### config.mk
export PLATFORM = sky130hd
export DESIGN_NAME = pipe_hazard_ctrl_flat
export DESIGN_NICKNAME = d
export VERILOG_FILES = /design/src/rtl/pipe_hazard_ctrl_pkg.sv /design/src/rtl/pipe_hazard_ctrl_if.sv /design/src/rtl/pipe_hazard_ctrl_raw_detect.sv /design/src/rtl/pipe_hazard_ctrl.sv /design/src/flat_wrapper.sv
export SDC_FILE = /design/constraint.sdc
export NUM_CORES = 1
export LEC_CHECK = 0
export ABC_CLOCK_PERIOD_IN_PS = 2300
export CORE_MARGIN = 3
export CORE_UTILIZATION = 41
export CTS_CLUSTER_DIAMETER = 120
export CTS_CLUSTER_SIZE = 25
export DETAILED_ROUTE_END_ITERATION = 12
export GPL_TIMING_DRIVEN = 0
export HOLD_SLACK_MARGIN = 0.15
export MAX_ROUTING_LAYER = met4
export PLACE_DENSITY = 0.84
export SLEW_MARGIN = 5
export SYNTH_ARGS = -nofsm -noshare
export SYNTH_HDL_FRONTEND = slang
export SYNTH_HIERARCHICAL = 1
export SYNTH_SLANG_ARGS = --single-unit
### constraint.sdc
create_clock -name clk -period 2.3 [get_ports clk]
set_input_delay 0.46 -clock clk [delete_from_list [all_inputs] [get_ports clk]]
set_output_delay 0.46 -clock clk [all_outputs]
set_load 0.005 [all_outputs]
### src/rtl/pipe_hazard_ctrl_pkg.sv
`default_nettype none
// ============================================================================
//  Module      : pipe_pkg
//  Description : Shared types and constants for the pipeline hazard
//                controller: FSM state encoding, register-index width and
//                default timeout / counter sizes.
//  Revision    : 1.0 - initial release
// ============================================================================
package pipe_pkg;

    // Register index width (R0..R15, R15 is the PC and is not special-cased)
    localparam int REG_W            = 4;

    // Default number of MEM_WAIT cycles before the SRAM timeout flag is set
    localparam int MEM_TIMEOUT_DFLT = 64;

    // Default width of the stall performance counter
    localparam int CNT_W_DFLT       = 16;

    // Sequencer states; explicit one-bit encoding
    typedef enum logic [0:0] {
        RUN      = 1'b0,
        MEM_WAIT = 1'b1
    } state_t;

endpackage : pipe_pkg
`default_nettype wire

### src/rtl/pipe_hazard_ctrl_if.sv
`default_nettype none
// ============================================================================
//  Module      : pipe_hazard_ctrl_if
//  Description : Bundle between the pipeline stages and the hazard
//                controller. The master side (pipeline) drives the stage
//                fields; the slave side (controller) drives the
//                stall/flush enables and the status outputs.
//  Revision    : 1.0 - initial release
// ============================================================================
interface pipe_hazard_ctrl_if
    import pipe_pkg::*;
#(
    parameter int CNT_W = CNT_W_DFLT
) ();

    // Pipeline stage fields
    logic [REG_W-1:0] id_src1;
    logic [REG_W-1:0] id_src2;
    logic             id_two_src;
    logic             id_valid;
    logic [REG_W-1:0] exe_dest;
    logic             exe_wb_en;
    logic             exe_mem_read;
    logic [REG_W-1:0] mem_dest;
    logic             mem_wb_en;
    logic             mem_req;
    logic             mem_ready;
    logic             branch_taken;

    // Controller outputs
    logic             hazard;
    logic             freeze_if;
    logic             freeze_id;
    logic             freeze_exe;
    logic             freeze_mem;
    logic             flush_if;
    logic             flush_id;
    logic             mem_err;
    logic [CNT_W-1:0] stall_count;

    modport master (
        output id_src1, id_src2, id_two_src, id_valid,
        output exe_dest, exe_wb_en, exe_mem_read,
        output mem_dest, mem_wb_en, mem_req, mem_ready, branch_taken,
        input  hazard, freeze_if, freeze_id, freeze_exe, freeze_mem,
        input  flush_if, flush_id, mem_err, stall_count
    );

    modport slave (
        input  id_src1, id_src2, id_two_src, id_valid,
        input  exe_dest, exe_wb_en, exe_mem_read,
        input  mem_dest, mem_wb_en, mem_req, mem_ready, branch_taken,
        output hazard, freeze_if, freeze_id, freeze_exe, freeze_mem,
        output flush_if, flush_id, mem_err, stall_count
    );

endinterface : pipe_hazard_ctrl_if
`default_nettype wire

### src/rtl/pipe_hazard_ctrl_raw_detect.sv
`default_nettype none
// ============================================================================
//  Module      : raw_detect
//  Description : Combinational RAW comparator between the instruction in ID
//                and the destinations in EXE and MEM.
//                Build option FORWARDING_EN: the datapath forwards from EXE
//                and MEM, so only a load in EXE feeding ID (load-use) stalls.
//  Revision    : 1.0 - initial release
// ============================================================================
module raw_detect
    import pipe_pkg::*;
(
    input  wire logic [REG_W-1:0] i_id_src1,
    input  wire logic [REG_W-1:0] i_id_src2,
    input  wire logic             i_id_two_src,
    input  wire logic             i_id_valid,
    input  wire logic [REG_W-1:0] i_exe_dest,
    input  wire logic             i_exe_wb_en,
    input  wire logic             i_exe_mem_read,
    input  wire logic [REG_W-1:0] i_mem_dest,
    input  wire logic             i_mem_wb_en,
    output logic                  o_hazard
);

    logic w_m1;
    logic w_m2;
    logic w_m3;
    logic w_m4;
    logic w_unused;

`ifdef FORWARDING_EN
    // Only a load in EXE cannot be forwarded in time; MEM results always can
    assign w_m1     = i_exe_wb_en & i_exe_mem_read & (i_exe_dest == i_id_src1);
    assign w_m2     = i_id_two_src & i_exe_wb_en & i_exe_mem_read
                    & (i_exe_dest == i_id_src2);
    assign w_m3     = 1'b0;
    assign w_m4     = 1'b0;
    assign w_unused = ^{i_mem_dest, i_mem_wb_en};
`else
    // No forwarding path: any pending write to a source register stalls
    assign w_m1     = i_exe_wb_en & (i_exe_dest == i_id_src1);
    assign w_m2     = i_id_two_src & i_exe_wb_en & (i_exe_dest == i_id_src2);
    assign w_m3     = i_mem_wb_en & (i_mem_dest == i_id_src1);
    assign w_m4     = i_id_two_src & i_mem_wb_en & (i_mem_dest == i_id_src2);
    assign w_unused = i_exe_mem_read;
`endif

    // A null instruction in ID has no sources to protect
    assign o_hazard = i_id_valid & (w_m1 | w_m2 | w_m3 | w_m4);

endmodule : raw_detect
`default_nettype wire

### src/rtl/pipe_hazard_ctrl.sv
`default_nettype none
// ============================================================================
//  Module      : pipe_hazard_ctrl
//  Description : Stall/flush sequencer for the 5-stage pipeline. Freezes all
//                stages during an outstanding SRAM access, flushes IF/ID and
//                ID/EXE on a taken branch, and inserts a bubble on a RAW
//                hazard. Also keeps a sticky SRAM timeout flag and a
//                saturating freeze-cycle counter.
//                Build option FORWARDING_EN: restrict RAW stalls to
//                load-use (applied inside raw_detect).
//  Revision    : 1.0 - initial release
// ============================================================================
module pipe_hazard_ctrl
    import pipe_pkg::*;
#(
    parameter int MEM_TIMEOUT = MEM_TIMEOUT_DFLT,
    parameter int CNT_W       = CNT_W_DFLT
) (
    input  wire logic         clk,
    input  wire logic         rst,
    pipe_hazard_ctrl_if.slave bus
);

    // Wait counter only has to reach MEM_TIMEOUT-1, where it parks
    localparam int                  C_WAIT_W    = (MEM_TIMEOUT > 1) ? $clog2(MEM_TIMEOUT) : 1;
    localparam logic [C_WAIT_W-1:0] C_WAIT_LAST = C_WAIT_W'(MEM_TIMEOUT - 1);

    state_t              r_state;
    logic [C_WAIT_W-1:0] r_wait_cnt;
    logic                r_mem_err;
    logic [CNT_W-1:0]    r_stall_count;

    logic w_raw;
    logic w_mem_stall;
    logic w_hazard;
    logic w_freeze_if;
    logic w_freeze_id;
    logic w_freeze_exe;
    logic w_freeze_mem;
    logic w_flush_if;
    logic w_flush_id;

    raw_detect u_raw_detect (
        .i_id_src1      (bus.id_src1),
        .i_id_src2      (bus.id_src2),
        .i_id_two_src   (bus.id_two_src),
        .i_id_valid     (bus.id_valid),
        .i_exe_dest     (bus.exe_dest),
        .i_exe_wb_en    (bus.exe_wb_en),
        .i_exe_mem_read (bus.exe_mem_read),
        .i_mem_dest     (bus.mem_dest),
        .i_mem_wb_en    (bus.mem_wb_en),
        .o_hazard       (w_raw)
    );

    // A request without ready stalls in either state; a request dropped in
    // MEM_WAIT without ready is treated as completion, which this covers.
    assign w_mem_stall = bus.mem_req & ~bus.mem_ready;

    // Priority mux: memory wait > branch > data hazard; all quiet in reset.
    // Branch and RAW are also honoured in the MEM_WAIT release cycle, since
    // the pipeline advances in that cycle exactly as in RUN.
    always_comb begin
        w_hazard     = 1'b0;
        w_freeze_if  = 1'b0;
        w_freeze_id  = 1'b0;
        w_freeze_exe = 1'b0;
        w_freeze_mem = 1'b0;
        w_flush_if   = 1'b0;
        w_flush_id   = 1'b0;
        if (!rst) begin
            if (w_mem_stall) begin
                w_freeze_if  = 1'b1;
                w_freeze_id  = 1'b1;
                w_freeze_exe = 1'b1;
                w_freeze_mem = 1'b1;
            end else if (bus.branch_taken) begin
                w_flush_if   = 1'b1;
                w_flush_id   = 1'b1;
            end else if (w_raw) begin
                // Hold IF/ID; ID/EXE keeps loading and picks up the bubble
                w_hazard     = 1'b1;
                w_freeze_if  = 1'b1;
            end
        end
    end

    // Sequencer state, SRAM wait counter, sticky timeout and stall counter
    always_ff @(posedge clk) begin
        if (rst) begin
            r_state       <= RUN;
            r_wait_cnt    <= '0;
            r_mem_err     <= 1'b0;
            r_stall_count <= '0;
        end else begin
            // freeze_if is set whenever any freeze is set
            if (w_freeze_if && (r_stall_count != '1)) begin
                r_stall_count <= r_stall_count + CNT_W'(1);
            end
            case (r_state)
                RUN: begin
                    r_wait_cnt <= '0;
                    if (w_mem_stall) begin
                        r_state <= MEM_WAIT;
                    end
                end
                MEM_WAIT: begin
                    if (w_mem_stall) begin
                        // Keep waiting after a timeout; only the flag is raised
                        if (r_wait_cnt == C_WAIT_LAST) begin
                            r_mem_err <= 1'b1;
                        end else begin
                            r_wait_cnt <= r_wait_cnt + C_WAIT_W'(1);
                        end
                    end else begin
                        r_state    <= RUN;
                        r_wait_cnt <= '0;
                    end
                end
                default: begin
                    r_state    <= RUN;
                    r_wait_cnt <= '0;
                end
            endcase
        end
    end

    assign bus.hazard      = w_hazard;
    assign bus.freeze_if   = w_freeze_if;
    assign bus.freeze_id   = w_freeze_id;
    assign bus.freeze_exe  = w_freeze_exe;
    assign bus.freeze_mem  = w_freeze_mem;
    assign bus.flush_if    = w_flush_if;
    assign bus.flush_id    = w_flush_id;
    // Registered status is masked so it reads 0 from the first reset cycle
    assign bus.mem_err     = r_mem_err & ~rst;
    assign bus.stall_count = rst ? '0 : r_stall_count;

endmodule : pipe_hazard_ctrl
`default_nettype wire
### src/flat_wrapper.sv
// flat-port wrapper written by rule: the top's interface ports become plain ports
module pipe_hazard_ctrl_flat import pipe_pkg::*;
#(
    parameter int MEM_TIMEOUT = MEM_TIMEOUT_DFLT,
    parameter int CNT_W       = CNT_W_DFLT
)
  (clk, rst, bus_id_src1, bus_id_src2, bus_id_two_src, bus_id_valid, bus_exe_dest, bus_exe_wb_en, bus_exe_mem_read, bus_mem_dest, bus_mem_wb_en, bus_mem_req, bus_mem_ready, bus_branch_taken, bus_hazard, bus_freeze_if, bus_freeze_id, bus_freeze_exe, bus_freeze_mem, bus_flush_if, bus_flush_id, bus_mem_err, bus_stall_count);
  pipe_hazard_ctrl_if #(.CNT_W(CNT_W)) bus_i ();
  input  wire logic clk;
  input  wire logic rst;
  input wire logic [$bits(bus_i.id_src1)-1:0] bus_id_src1;
  input wire logic [$bits(bus_i.id_src2)-1:0] bus_id_src2;
  input wire logic [$bits(bus_i.id_two_src)-1:0] bus_id_two_src;
  input wire logic [$bits(bus_i.id_valid)-1:0] bus_id_valid;
  input wire logic [$bits(bus_i.exe_dest)-1:0] bus_exe_dest;
  input wire logic [$bits(bus_i.exe_wb_en)-1:0] bus_exe_wb_en;
  input wire logic [$bits(bus_i.exe_mem_read)-1:0] bus_exe_mem_read;
  input wire logic [$bits(bus_i.mem_dest)-1:0] bus_mem_dest;
  input wire logic [$bits(bus_i.mem_wb_en)-1:0] bus_mem_wb_en;
  input wire logic [$bits(bus_i.mem_req)-1:0] bus_mem_req;
  input wire logic [$bits(bus_i.mem_ready)-1:0] bus_mem_ready;
  input wire logic [$bits(bus_i.branch_taken)-1:0] bus_branch_taken;
  output wire logic [$bits(bus_i.hazard)-1:0] bus_hazard;
  output wire logic [$bits(bus_i.freeze_if)-1:0] bus_freeze_if;
  output wire logic [$bits(bus_i.freeze_id)-1:0] bus_freeze_id;
  output wire logic [$bits(bus_i.freeze_exe)-1:0] bus_freeze_exe;
  output wire logic [$bits(bus_i.freeze_mem)-1:0] bus_freeze_mem;
  output wire logic [$bits(bus_i.flush_if)-1:0] bus_flush_if;
  output wire logic [$bits(bus_i.flush_id)-1:0] bus_flush_id;
  output wire logic [$bits(bus_i.mem_err)-1:0] bus_mem_err;
  output wire logic [$bits(bus_i.stall_count)-1:0] bus_stall_count;
  assign bus_i.id_src1 = bus_id_src1;
  assign bus_i.id_src2 = bus_id_src2;
  assign bus_i.id_two_src = bus_id_two_src;
  assign bus_i.id_valid = bus_id_valid;
  assign bus_i.exe_dest = bus_exe_dest;
  assign bus_i.exe_wb_en = bus_exe_wb_en;
  assign bus_i.exe_mem_read = bus_exe_mem_read;
  assign bus_i.mem_dest = bus_mem_dest;
  assign bus_i.mem_wb_en = bus_mem_wb_en;
  assign bus_i.mem_req = bus_mem_req;
  assign bus_i.mem_ready = bus_mem_ready;
  assign bus_i.branch_taken = bus_branch_taken;
  assign bus_hazard = bus_i.hazard;
  assign bus_freeze_if = bus_i.freeze_if;
  assign bus_freeze_id = bus_i.freeze_id;
  assign bus_freeze_exe = bus_i.freeze_exe;
  assign bus_freeze_mem = bus_i.freeze_mem;
  assign bus_flush_if = bus_i.flush_if;
  assign bus_flush_id = bus_i.flush_id;
  assign bus_mem_err = bus_i.mem_err;
  assign bus_stall_count = bus_i.stall_count;
  pipe_hazard_ctrl #(.MEM_TIMEOUT(MEM_TIMEOUT), .CNT_W(CNT_W)) u_core (.clk(clk), .rst(rst), .bus(bus_i));
endmodule
==> results of run 1 <==
path summary, 6_finish.rpt:
path	from	end	cells past startpoint	slack (ps)
setup / recovery	bus_exe_dest[1]	u_core/r_stall_count[11]	11	-130
hold / removal	rst	u_core/r_state	2	450
setup reg to reg	u_core/r_stall_count[0]	u_core/r_stall_count[8]	6	110
hold reg to reg	u_core/r_state	u_core/r_wait_cnt[5]	1	480
kinds of logic (layout without fill, tap and decap cells):
| group | Yosys count | after routing | synth area share [%] |
|---|---|---|---|
| muxes | 5 | 5 | 3.67 |
| buffers and inverters | 14 | 79 | 4.44 |
| xor gates and xnor gates | 18 | 18 | 10.8 |
| adders and majority gates | 2 | 2 | 1.71 |
| AOI/OAI and AO/OA | 35 | 35 | 17.5 |
| DFF | 24 | 24 | 32.8 |
| and+or+nand+nor | 74 | 74 | 29.1 |
area by class of cell:
class                   count  area (sq um)
fillers                   269          1170
multi-input cells         134          1030
repair buffers             61           533
flip-flops and latches     24           480
well taps                  46          57.6
plain buffers               8          55.1
clock buffers               4          36.3
inverters                   6          22.5
state kept, by name (all words and copies together), names as in the netlist:
signal,count
u_core/r_wait_cnt,6
u_core/r_state,1
u_core/r_stall_count,16
u_core/r_mem_err,1
per-layer routing:
layer  vias up  routed length, um
met4         0                  7
met5         -                  0
met1       742               1840
met2        62               1910
li1        778                  -
met3         2                237
power by group:
part           internal (mW)  leakage [nW]  switching (mW)
Sequential             0.418         0.194         0.00219
Clock                 0.0967        0.0210           0.126
Combinational         0.0731         0.638          0.0623
placed cells by master, fill, tap and decap left out, types with 3 or more instances in the layout:
master	instances
clkbuf_2	4
xor2_1	12
buf_2	13
nor2_1	10
buf_4	12
nand3_1	9
o31ai_1	7
nand2_1	7
nor4_2	4
clkdlybuf4s50_1	25
dlygate4sd2_1	3
o41ai_1	3
xnor2_1	4
a31oi_1	4
or4_1	3
dfxtp_1	24
clkbuf_4	3
inv_1	5
buf_6	7
nor3_1	5
nor2b_1	12
nand4_1	3
a21oi_1	6
critical path, cell delays in order:
cell and delay [ps]:
buf_8 100, xor2_2 160, nor4_2 260, a31oi_1 60
o22ai_1 200, nand2b_1 140, buf_6 140, a2111o_1 460
buf_6 160, or4_4 410, a21oi_2 120
timing repair:
action                                  in CTS  in global routing
endpoints found under the setup margin      36                 17
pin swaps                                   14                 19
buffers inserted                             7                  6
cloned                                       0                  0
resized for setup                           81                 30
==> summary.md, run 1 <==
| Metric | Value |
|---|---|
| Sequential area share after synthesis | 32.8% |
| Aggregate global routing overflow | 0 |
| Number of antenna violations at the first check in global routing | 0 |
| Final Hold Slack | 455 ps |
| Most frequent cells after synthesis | dfxtp_1, xor2_1, nor2b_1, nor2_1, nand3_1 |
| Maximum ir drop on the vdd rail | 0.000339 V |
| Number of different library cells in the post-synthesis netlist | 44 |
| TritonCTS sink count | 24 |
| PnR worst setup slack | -133 ps |
| Chip width | 65.8 um |
| Type of the worst min-delay path | in -> reg |
| P per Cell Area | 351 nW/um^2 |
| Gate count of the mapped netlist | 172 |
| Synth top area cells | dfxtp_1, xor2_1, nor2b_1, o31ai_1, nand3_1 |
| Clock Latency Late Sink | 310 ps |
| Port Buf Inserts | 48 |
| CTS tree | built |
| CP Class | in -> reg |
| CTS Hold Buffers Added | 0 |
| Endpoints failing setup | 7 |
| RSZ-0062 raised after global routing | yes |
| Wirelength, routed | 3990 um |
| #FFs+latches synth | 24 |
| Area of the core region | 3390 sq um |
| I/O pin total | 50 |
| Post-route antenna net violation count | 0 |
| Maximum capacitance violations | 0 |
| Failing checks | setup timing |
| Crit path DAT | 2690 ps |
| Number of cells after detailed placement | 266 |
| Drt first pass iters | 4 |
| Final cycle utilization of the critical path | 106% |
| Startpoint Class | primary input |
| Minimum period implied by the final worst setup slack | 2430 ps |
| Most area-hungry cell type in the Yosys netlist | dfxtp_1 |
| Worst-path clk slew | 130 ps |
| Wire length of the first global-routing pass | 6600 um |
| Pin count of the biggest net entering global routing | 14 |
| Antenna diode count | 0 |
| Placed cell areas | 2000 sq um |
| Final Hold Fails | 0 |
| Area share of the largest cell type after synthesis | 32.8% |
| CTS Buffer Depth | 2 |
| Async set or reset register ratio after synthesis | 0% |
| Fin. max-slew vios | 0 |
| Slew @ Worst Pin | 658 ps |
| Run status | complete, but fails checks |
| Top achievable clock speed | 0.411 GHz |
| Mean number of vias per cell | 5.60 |
| Synth Warn # | 6 |
| Area of the die | 4330 sq um |
| Final-stage net count | 266 |
| Rel. slew slack | 55.7% |
| Number of synthesized flops with an enable pin | 0 |
| Post-route design area | 2210 sq um |
| Initial core utilization | 43.2% |
| Count leader, synth | dfxtp_1 |
| M3 GR Usage | 3.57% |
| Final standard cell count with taps included and fillers excluded | 283 |
| Clock Tree Root | clkbuf_4 |
| Weighted congestion at the end of routability-driven global placement | 0.840 |
| Number of nets in the synthesized netlist | 200 |
| Syn avg cell area | 8.52 sq um |
| Gr usage total | 19.5% |
| Type of element capturing the critical path | flop |
| Number of H-tree branching levels | 1 |
| Post-synthesis to final-layout area growth | 51.2% |
| Leading register cell type out of synthesis | dfxtp_1 |
| Met2 usage | 30.2% |
| Met1 layer usage reported by global route | 27.7% |
| Die Y | 65.8 um |
| Pre-CTS setup slack | -923 ps |
| Aggregate negative setup slack | -564 ps |
| Number of design-rule violations left by the first detailed-router iteration | 112 |
| Total number of placement rows | 21 |
| Total number of vias | 1584 |
| Fraction of final layout cells with drive strength greater than 1 | 27.4% |
| Worst EP required | 2560 ps |
| Count of unresolved DRC violations after routing | 0 |
| Static leakage power | 0.852 nW |
| Post-Route Skew | 7.04 ps |
| Detailed Place HPWL | 2760 um |
| Critical-path maximum fanout | 5 |
| Total power draw | 0.778 mW |
| Via count of the first global-routing pass | 1422 |
| Wire per inst | 14.1 um |
| Inserted Clock Buffers | 3 |
| Most used routing layer in global routing | met2 |
| Final cell utilization of the core | 65.3% |
| Post-synth design cell area | 1470 sq um |
Note: power is estimated with default switching activity, not from simulation.
==> run 2, diff against run 1 <==
--- a/config.mk
+++ b/config.mk
@@ -6,15 +6,16 @@
 export NUM_CORES = 1
 export LEC_CHECK = 0
 export ABC_CLOCK_PERIOD_IN_PS = 2300
-export CORE_MARGIN = 3
-export CORE_UTILIZATION = 41
+export CELL_PAD_IN_SITES_DETAIL_PLACEMENT = 0
+export CELL_PAD_IN_SITES_GLOBAL_PLACEMENT = 2
+export CORE_UTILIZATION = 23
 export CTS_CLUSTER_DIAMETER = 120
 export CTS_CLUSTER_SIZE = 25
 export DETAILED_ROUTE_END_ITERATION = 12
 export GPL_TIMING_DRIVEN = 0
 export HOLD_SLACK_MARGIN = 0.15
 export MAX_ROUTING_LAYER = met4
-export PLACE_DENSITY = 0.84
+export PLACE_DENSITY = 0.83
 export SLEW_MARGIN = 5
 export SYNTH_ARGS = -nofsm -noshare
 export SYNTH_HDL_FRONTEND = slang
==> run 2 against run 1 <==
  * The flow still finishes with violations (setup timing)
  * Highest routed layer unchanged
  * Design area rose by 4.6%
  * Wire length rose by 6.0%
  * Sequential power barely moved
  * Via count fell by 5.6%
  * Clock skew fell by 4.9 ps
  * Clock-buffer cell count fell by 1
  * Setup slack got worse by 30 ps
  * Utilization fell by 27 points
  * Critical path type unchanged
  * Die area rose by 55%
==> summary.md, run 2 (synthesized netlist as in run 1, its figures left out) <==
| Metric | Value |
|---|---|
| Run status | complete, but fails checks |
| Failing checks | setup timing |
| Leading cell type in the layout, fill and taps excluded | clkdlybuf4s50_1 |
| PnR worst setup slack | -164 ps (-30.5 ps) |
| Mean number of vias per cell | 4.82 (-14%) |
| Gr usage total | 13.2% (-6.3 points) |
| Placed cell areas | 2040 sq um (+1.8%) |
| Number of design-rule violations left by the first detailed-router iteration | 62 (-45%) |
| Endpoints failing setup | 9 (+2) |
| Initial core utilization | 24.3% (-19 points) |
| Worst EP required | 2460 ps (-100 ps) |
| Switching power as a share of total power | 21.7% (-2.8 points) |
| Rel. slew slack | 46.5% (-9.3 points) |
| Number of antenna violations at the first check in global routing | 0 (unchanged) |
| Post-Route Skew | 2.13 ps (-4.91 ps) |
| Slew @ Worst Pin | 796 ps (+138 ps) |
| Wire length of the first global-routing pass | 6580 um (-0.21%) |
| Internal | 0.720 mW (+23%) |
| Aggregate global routing overflow | 0 (unchanged) |
| I/O pin total | 50 (unchanged) |
| Largest regs | u_core/r_stall_count (16), u_core/r_wait_cnt (6) |
| Startpoint Class | primary input |
| Minimum period implied by the final worst setup slack | 2460 ps (+30.5 ps) |
| Fin. max-slew vios | 0 (unchanged) |
| Crit path DAT | 2630 ps (-60 ps) |
| Static leakage power | 0.865 nW (+1.5%) |
| Count of unresolved DRC violations after routing | 0 (unchanged) |
| Type of element capturing the critical path | flop |
| CP Class | in -> reg |
| Flop pwr share | 45.6% (-8.4 points) |
| Type of the worst min-delay path | reg -> reg |
| Wire per inst | 13.6 um (-3.3%) |
| Final standard cell count with taps included and fillers excluded | 310 (+9.5%) |
| Number of cells after detailed placement | 295 (+11%) |
| Worst-path clk slew | 90 ps (-40 ps) |
| Final cell utilization of the core | 38.5% (-27 points) |
| Post-route design area | 2320 sq um (+4.6%) |
| P per Cell Area | 397 nW/um^2 (+13%) |
| Number of H-tree branching levels | 1 (unchanged) |
| Weighted congestion at the end of routability-driven global placement | 0.739 (-12%) |
| R2r setup slk | 260 ps (+150 ps) |
| CP bufs+invs | 3 (unchanged) |
| Flip-flop count of the largest register after layout | 16 (unchanged) |
| CTS tree | built |
| Filler instances | 640 (+140%) |
| Final-stage net count | 264 (-0.75%) |
| CTS Buffer Depth | 2 (unchanged) |
| Chip width | 81.8 um (+24%) |
| Total number of vias | 1495 (-5.6%) |
| Aggregate negative setup slack | -856 ps (-292 ps) |
| Antenna diode count | 0 (unchanged) |
| Final Hold Fails | 0 (unchanged) |
| Maximum capacitance violations | 0 (unchanged) |
| Total number of placement rows | 28 (+33%) |
| RSZ-0062 raised after global routing | yes |
| Drt first pass iters | 4 (unchanged) |
| Slowest library cell on the worst path | or4_4 |
| Most used cell along the critical path | buf_6 |
| Post-route antenna net violation count | 0 (unchanged) |
| Critical-path maximum fanout | 3 (-2) |
| Slowest cell delay on critical path | 510 ps (+50 ps) |
| Inserted Clock Buffers | 3 (unchanged) |
| Part of the total power dissipated in combinational logic | 14.0% (-3.4 points) |
| Worst path cell trace | buf_6 > xor2_1 > nor4_1 > a31oi_1 > o22ai_1 > nand2b_1 > buf_6 > a21o_4 > buf_6 > or4_4 > mux2_4 |
| Port Buf Inserts | 48 (unchanged) |
| Wirelength, routed | 4230 um (+6.0%) |
| Area of the die | 6690 sq um (+55%) |
| Clock Latency Late Sink | 270 ps (-40 ps) |
| Top achievable clock speed | 0.406 GHz (-1.2%) |
| Post-synthesis to final-layout area growth | 58.2% |
| Via count of the first global-routing pass | 1383 (-2.7%) |
| Pin count of the biggest net entering global routing | 15 (+1) |
| Register with the highest flop count | u_core/r_stall_count |
| Pre-CTS setup slack | -933 ps (-10.5 ps) |
| Commonest non-fill, non-tap cells in the layout | clkdlybuf4s50_1, dfxtp_1, xor2_1 |
| Maximum ir drop on the vdd rail | 0.000297 V (-12%) |
| Die Y | 81.8 um (+24%) |
| Clock Tree Root | clkbuf_8 |
| Fraction of final layout cells with drive strength greater than 1 | 25.5% (-1.9 points) |
| TritonCTS sink count | 24 (unchanged) |
| Area of the core region | 6030 sq um (+78%) |
| Psw | 0.199 mW (+4.6%) |
| Final cycle utilization of the critical path | 107% (+1.3 points) |
| Kind of cell adding the most delay to the critical path | simple AND/OR/NAND/NOR gates |
| Clock network fraction of design power | 40.4% (+12 points) |
| Detailed Place HPWL | 2960 um (+7.5%) |
[run 2: changes by cell type in the layout (fill, tap and decap cells not counted), moves of 2 or more]
cell / delta
o31ai_1: -2
buf_4: -4
xor2_2: -2
clkbuf_2: -2
buf_2: -2
clkbuf_8: +2
xor2_1: +2
nor4_2: -2
clkbuf_4: -2
buf_6: +4
[run 2: cell type report]
class / instances / area [sq um] / area share, %
Sequential cell: 24 / 480 / 20.7
Inverter: 6 / 22.5 / 0.972
Multi-Input combinational cell: 134 / 1050 / 45.5
Clock buffer: 3 / 41.3 / 1.78
Tap cell: 75 / 93.8 / 4.05
Clock inverter: 1 / 30.0 / 1.30
Buffer: 7 / 50.0 / 2.16
Timing Repair Buffer: 60 / 544 / 23.5
[run 2: repair_timing]
| action | CTS | global route |
|---|---|---|
| setup buffers | 11 | 1 |
| pin swaps | 17 | 14 |
| hold buffers | 0 | 0 |
| endpoints found under the setup margin | 38 | 16 |
| gates resized for setup | 89 | 23 |
| endpoints found under the hold margin | 0 | 0 |
[run 2: worst paths after layout]
kind	startpoint	end	depth (start not counted)
setup reg to reg	u_core/r_stall_count[0]	u_core/r_stall_count[11]	5
hold reg to reg	u_core/r_state	u_core/r_wait_cnt[5]	1
hold / removal	u_core/r_state	u_core/r_wait_cnt[5]	1
setup / recovery	bus_exe_dest[1]	u_core/r_stall_count[6]	11
[run 2: metrics by stage]
step	hold WS, ps	total power, mW
floorplan	436	0.475
global route	489	0.968
finish	470	0.920
detailed placement	457	0.549
CTS	470	0.933
global placement	455	0.549
[run 2: power groups by stage]
stage	Combinational (mW)	Sequential, mW	Clock [mW]
6_report	0.129	0.419	0.372
5_1_grt	0.140	0.420	0.409
4_1_cts	0.128	0.419	0.386
3_5_place_dp	0.120	0.429	0
3_3_place_gp	0.120	0.429	0
2_1_floorplan	0.0462	0.428	0
[run 2: worst register-to-register path, delay by kind of cell, from the launching register on]
kind	cells	cell delay, ps
AOI/OAI and AO/OA	1	40
DFF	1	410
adders and majority gates	1	210
and+or+nand+nor	3	1270
[run 2: layer usage]
layer  vias up  part of all wire [%]  global-route usage (%)
li1        770                     -                       -
met1       700                    48                    17.5
met2        23                    48                    20.9
met3         2                   3.5                    2.67
met4         0                  0.35                    2.11
met5         -                     0                       -
==> run 3, diff against run 2 <==
--- a/config.mk
+++ b/config.mk
@@ -8,6 +8,7 @@
 export ABC_CLOCK_PERIOD_IN_PS = 2300
 export CELL_PAD_IN_SITES_DETAIL_PLACEMENT = 0
 export CELL_PAD_IN_SITES_GLOBAL_PLACEMENT = 2
+export CORE_MARGIN = 2
 export CORE_UTILIZATION = 23
 export CTS_CLUSTER_DIAMETER = 120
 export CTS_CLUSTER_SIZE = 25
@@ -16,6 +17,7 @@
 export HOLD_SLACK_MARGIN = 0.15
 export MAX_ROUTING_LAYER = met4
 export PLACE_DENSITY = 0.83
+export SETUP_SLACK_MARGIN = 0.1
 export SLEW_MARGIN = 5
 export SYNTH_ARGS = -nofsm -noshare
 export SYNTH_HDL_FRONTEND = slang
==> run 3 against run 2 <==
  * The run still ends with setup timing left
  * Register-to-register slack worse by 20 ps
  * First-iteration DRC count shrank 45%
  * Power rose by 1.1%
  * Clock-buffer cell count unchanged
  * Critical endpoint unchanged
  * Combinational power rose by 10%
  * Critical path depth decreased by 1
  * Non-clock buffer count up 2
  * Clock power fell by 1%
==> summary.md, run 3 (synthesized netlist as in run 1, its figures left out) <==
| Metric | Value |
|---|---|
| Detailed Place HPWL | 2930 um (-0.97%) |
| Weighted congestion at the end of routability-driven global placement | 0.730 (-1.3%) |
| Gr usage total | 11.7% (-1.5 points) |
| Terminus of the critical flop-to-flop path | u_core/r_stall_count[8] |
| Number of antenna violations at the first check in global routing | 0 (unchanged) |
| Die Y | 83.8 um (+2.4%) |
| Wire length of the first global-routing pass | 6710 um (+2.0%) |
| Commonest non-fill, non-tap cells in the layout | clkdlybuf4s50_1, dfxtp_1, buf_2, xor2_1, nor2b_1 |
| PnR worst setup slack | -118 ps (+45.7 ps) |
| Fin. max-slew vios | 0 (unchanged) |
| Startpoint Class | primary input |
| Critical R2R Launch | u_core/r_stall_count[0] |
| Fraction of final layout cells with drive strength greater than 1 | 29.1% (+3.6 points) |
| P per Cell Area | 391 nW/um^2 (-1.5%) |
| Worst path cell trace | buf_8 > xor2_2 > nor4_2 > a31oi_1 > o22ai_1 > nand2b_1 > a21o_4 > buf_6 > or4_4 > mux2_4 |
| Crit path DAT | 2580 ps (-50 ps) |
| Slowest library cell on the worst path | or4_4 |
| Pin count of the biggest net entering global routing | 15 (unchanged) |
| Psw | 0.199 mW (-0.17%) |
| Rel. slew slack | 55.8% (+9.4 points) |
| Clock network fraction of design power | 39.6% (-0.8 points) |
| I/O pin total | 50 (unchanged) |
| Type of element capturing the critical path | flop |
| Run status | complete, but fails checks |
| Switching power as a share of total power | 21.4% (-0.28 points) |
| Minimum period implied by the final worst setup slack | 2420 ps (-45.7 ps) |
| Final-stage net count | 266 (+0.76%) |
| Top achievable clock speed | 0.414 GHz (+1.9%) |
| Kind of cell adding the most delay to the critical path | simple AND/OR/NAND/NOR gates |
| Flop pwr share | 45.1% (-0.5 points) |
| Maximum ir drop on the vdd rail | 0.000586 V (+97%) |
| Aggregate negative setup slack | -311 ps (+544 ps) |
| CP bufs+invs | 2 (-1) |
| End point of the most critical hold path | u_core/r_wait_cnt[5] |
| Total number of placement rows | 29 (+3.6%) |
| CTS Buffer Depth | 2 (unchanged) |
| Final Hold Slack | 472 ps (+2.23 ps) |
| Slew @ Worst Pin | 657 ps (-139 ps) |
| Total number of vias | 1500 (+0.33%) |
| Final Hold Fails | 0 (unchanged) |
| Clock Latency Late Sink | 270 ps (about the same) |
| Number of cell instances on the worst register-to-register path | 6 (+1) |
| Area of the die | 7020 sq um (+4.9%) |
| Post-route antenna net violation count | 0 (unchanged) |
| Register with the highest flop count | u_core/r_stall_count |
| Chip width | 83.8 um (+2.4%) |
| TritonCTS sink count | 24 (unchanged) |
| Internal | 0.731 mW (+1.5%) |
| Number of H-tree branching levels | 1 (unchanged) |
| Worst EP required | 2460 ps (about the same) |
| Type of the worst min-delay path | reg -> reg |
| CTS tree | built |
| Maximum capacitance violations | 0 (unchanged) |
| Largest regs | u_core/r_stall_count (16), u_core/r_wait_cnt (6) |
| Post-Route Skew | 2.74 ps (+0.614 ps) |
| Wire per inst | 12.9 um (-5.3%) |
| Mean number of vias per cell | 4.78 (-0.94%) |
| Inserted Clock Buffers | 3 (unchanged) |
| Wirelength, routed | 4060 um (-4.1%) |
| Count of unresolved DRC violations after routing | 0 (unchanged) |
| R2r setup slk | 240 ps (-20 ps) |
| Clock Tree Root | clkbuf_8 |
| Worst-path clk slew | 90 ps (about the same) |
| Critical-path maximum fanout | 3 (unchanged) |
| Leading cell type in the layout, fill and taps excluded | clkdlybuf4s50_1 |
| Failing checks | setup timing |
| Number of design-rule violations left by the first detailed-router iteration | 34 (-45%) |
| Part of the total power dissipated in combinational logic | 15.3% (+1.3 points) |
| Initial core utilization | 23.5% (-0.84 points) |
| Slowest cell delay on critical path | 530 ps (+20 ps) |
| Port Buf Inserts | 48 (unchanged) |
| Final cycle utilization of the critical path | 105% (-2.0 points) |
| Via count of the first global-routing pass | 1450 (+4.8%) |
| RSZ-0062 raised after global routing | yes |
| Post-synthesis to final-layout area growth | 62.4% |
| Hold_sp | u_core/r_state |
| CP Class | in -> reg |
| Area of the core region | 6240 sq um (+3.6%) |
| Endpoints failing setup | 5 (-4) |
| Flip-flop count of the largest register after layout | 16 (unchanged) |
| Static leakage power | 0.869 nW (+0.47%) |
| Aggregate global routing overflow | 0 (unchanged) |
| Antenna diode count | 0 (unchanged) |
| Worst Hold Depth | 1 (unchanged) |
| Drt first pass iters | 4 (unchanged) |
[run 3: cell types whose count changed in the layout (fill, tap and decap cells not counted), moves of 2 or more]
cell,delta
clkbuf_2,-2
o31ai_2,+2
nor3_1,-2
buf_2,+2
buf_4,+2
nor3_2,+2
[run 3: worst max-delay path by stage]
| stage | cells past startpoint | endpoint | slack [ps] | from |
|---|---|---|---|---|
| 6_report | 10 | u_core/r_stall_count[6] | -120 | bus_id_src1[2] |
| 5_1_grt | 10 | u_core/r_stall_count[6] | -200 | bus_id_src1[1] |
| 4_1_cts | 10 | u_core/r_stall_count[6] | -100 | bus_mem_dest[2] |
| 3_5_place_dp | 9 | bus_freeze_if | -900 | bus_exe_dest[0] |
| 3_3_place_gp | 9 | bus_freeze_if | -900 | bus_exe_dest[0] |
| 2_1_floorplan | 8 | u_core/r_stall_count[6] | -70 | bus_exe_dest[0] |
[run 3: power groups by stage]
stage                     registers (mW)  logic (mW)  clock network, mW
after floorplan                    0.428      0.0462                  0
after global placement             0.429       0.119                  0
after detailed placement           0.429       0.119                  0
final                              0.419       0.142              0.368
after global routing               0.420       0.154              0.398
after CTS                          0.419       0.130              0.382
[run 3: timing repair]
item / 4_1_cts / 5_1_grt
hold buffers: 0 / 0
setup buffers: 9 / 4
setup endpoints to repair: 40 / 25
endpoints found under the hold margin: 0 / 0
gates resized for setup: 99 / 27
pin swaps: 21 / 9
[run 3: metal layers]
layer | vias to the layer above | share of wire [%] | track usage (%)
li1 | 771 | - | -
met1 | 706 | 46 | 14.5
met2 | 21 | 51 | 20.1
met3 | 2 | 2.8 | 2.67
met4 | 0 | 0.35 | 1.32
met5 | - | 0 | -
[run 3: per-stage QoR]
stage / utilization (%) / cell area [sq um] / power (mW) / worst slack, ps / instances
2_1_floorplan: - / 1470 / 0.475 / -74.4 / 172
3_3_place_gp: 32.7 / 2040 / 0.548 / -900 / 297
3_5_place_dp: 32.7 / 2040 / 0.548 / -900 / 297
4_1_cts: 35.9 / 2240 / 0.931 / -101 / 310
5_1_grt: 38.1 / 2380 / 0.972 / -200 / 314
6_report: 38.1 / 2380 / 0.930 / -118 / 314
[run 3: area by class of cell]
cell class | count | area (sq um)
fill | 664 | 3860
multi-input combinational | 134 | 1080
timing repair buffer | 61 | 566
sequential | 24 | 480
tap | 77 | 96.3
buffer | 8 | 57.6
clock buffer | 3 | 41.3
clock inverter | 1 | 30.0
inverter | 6 | 25.0
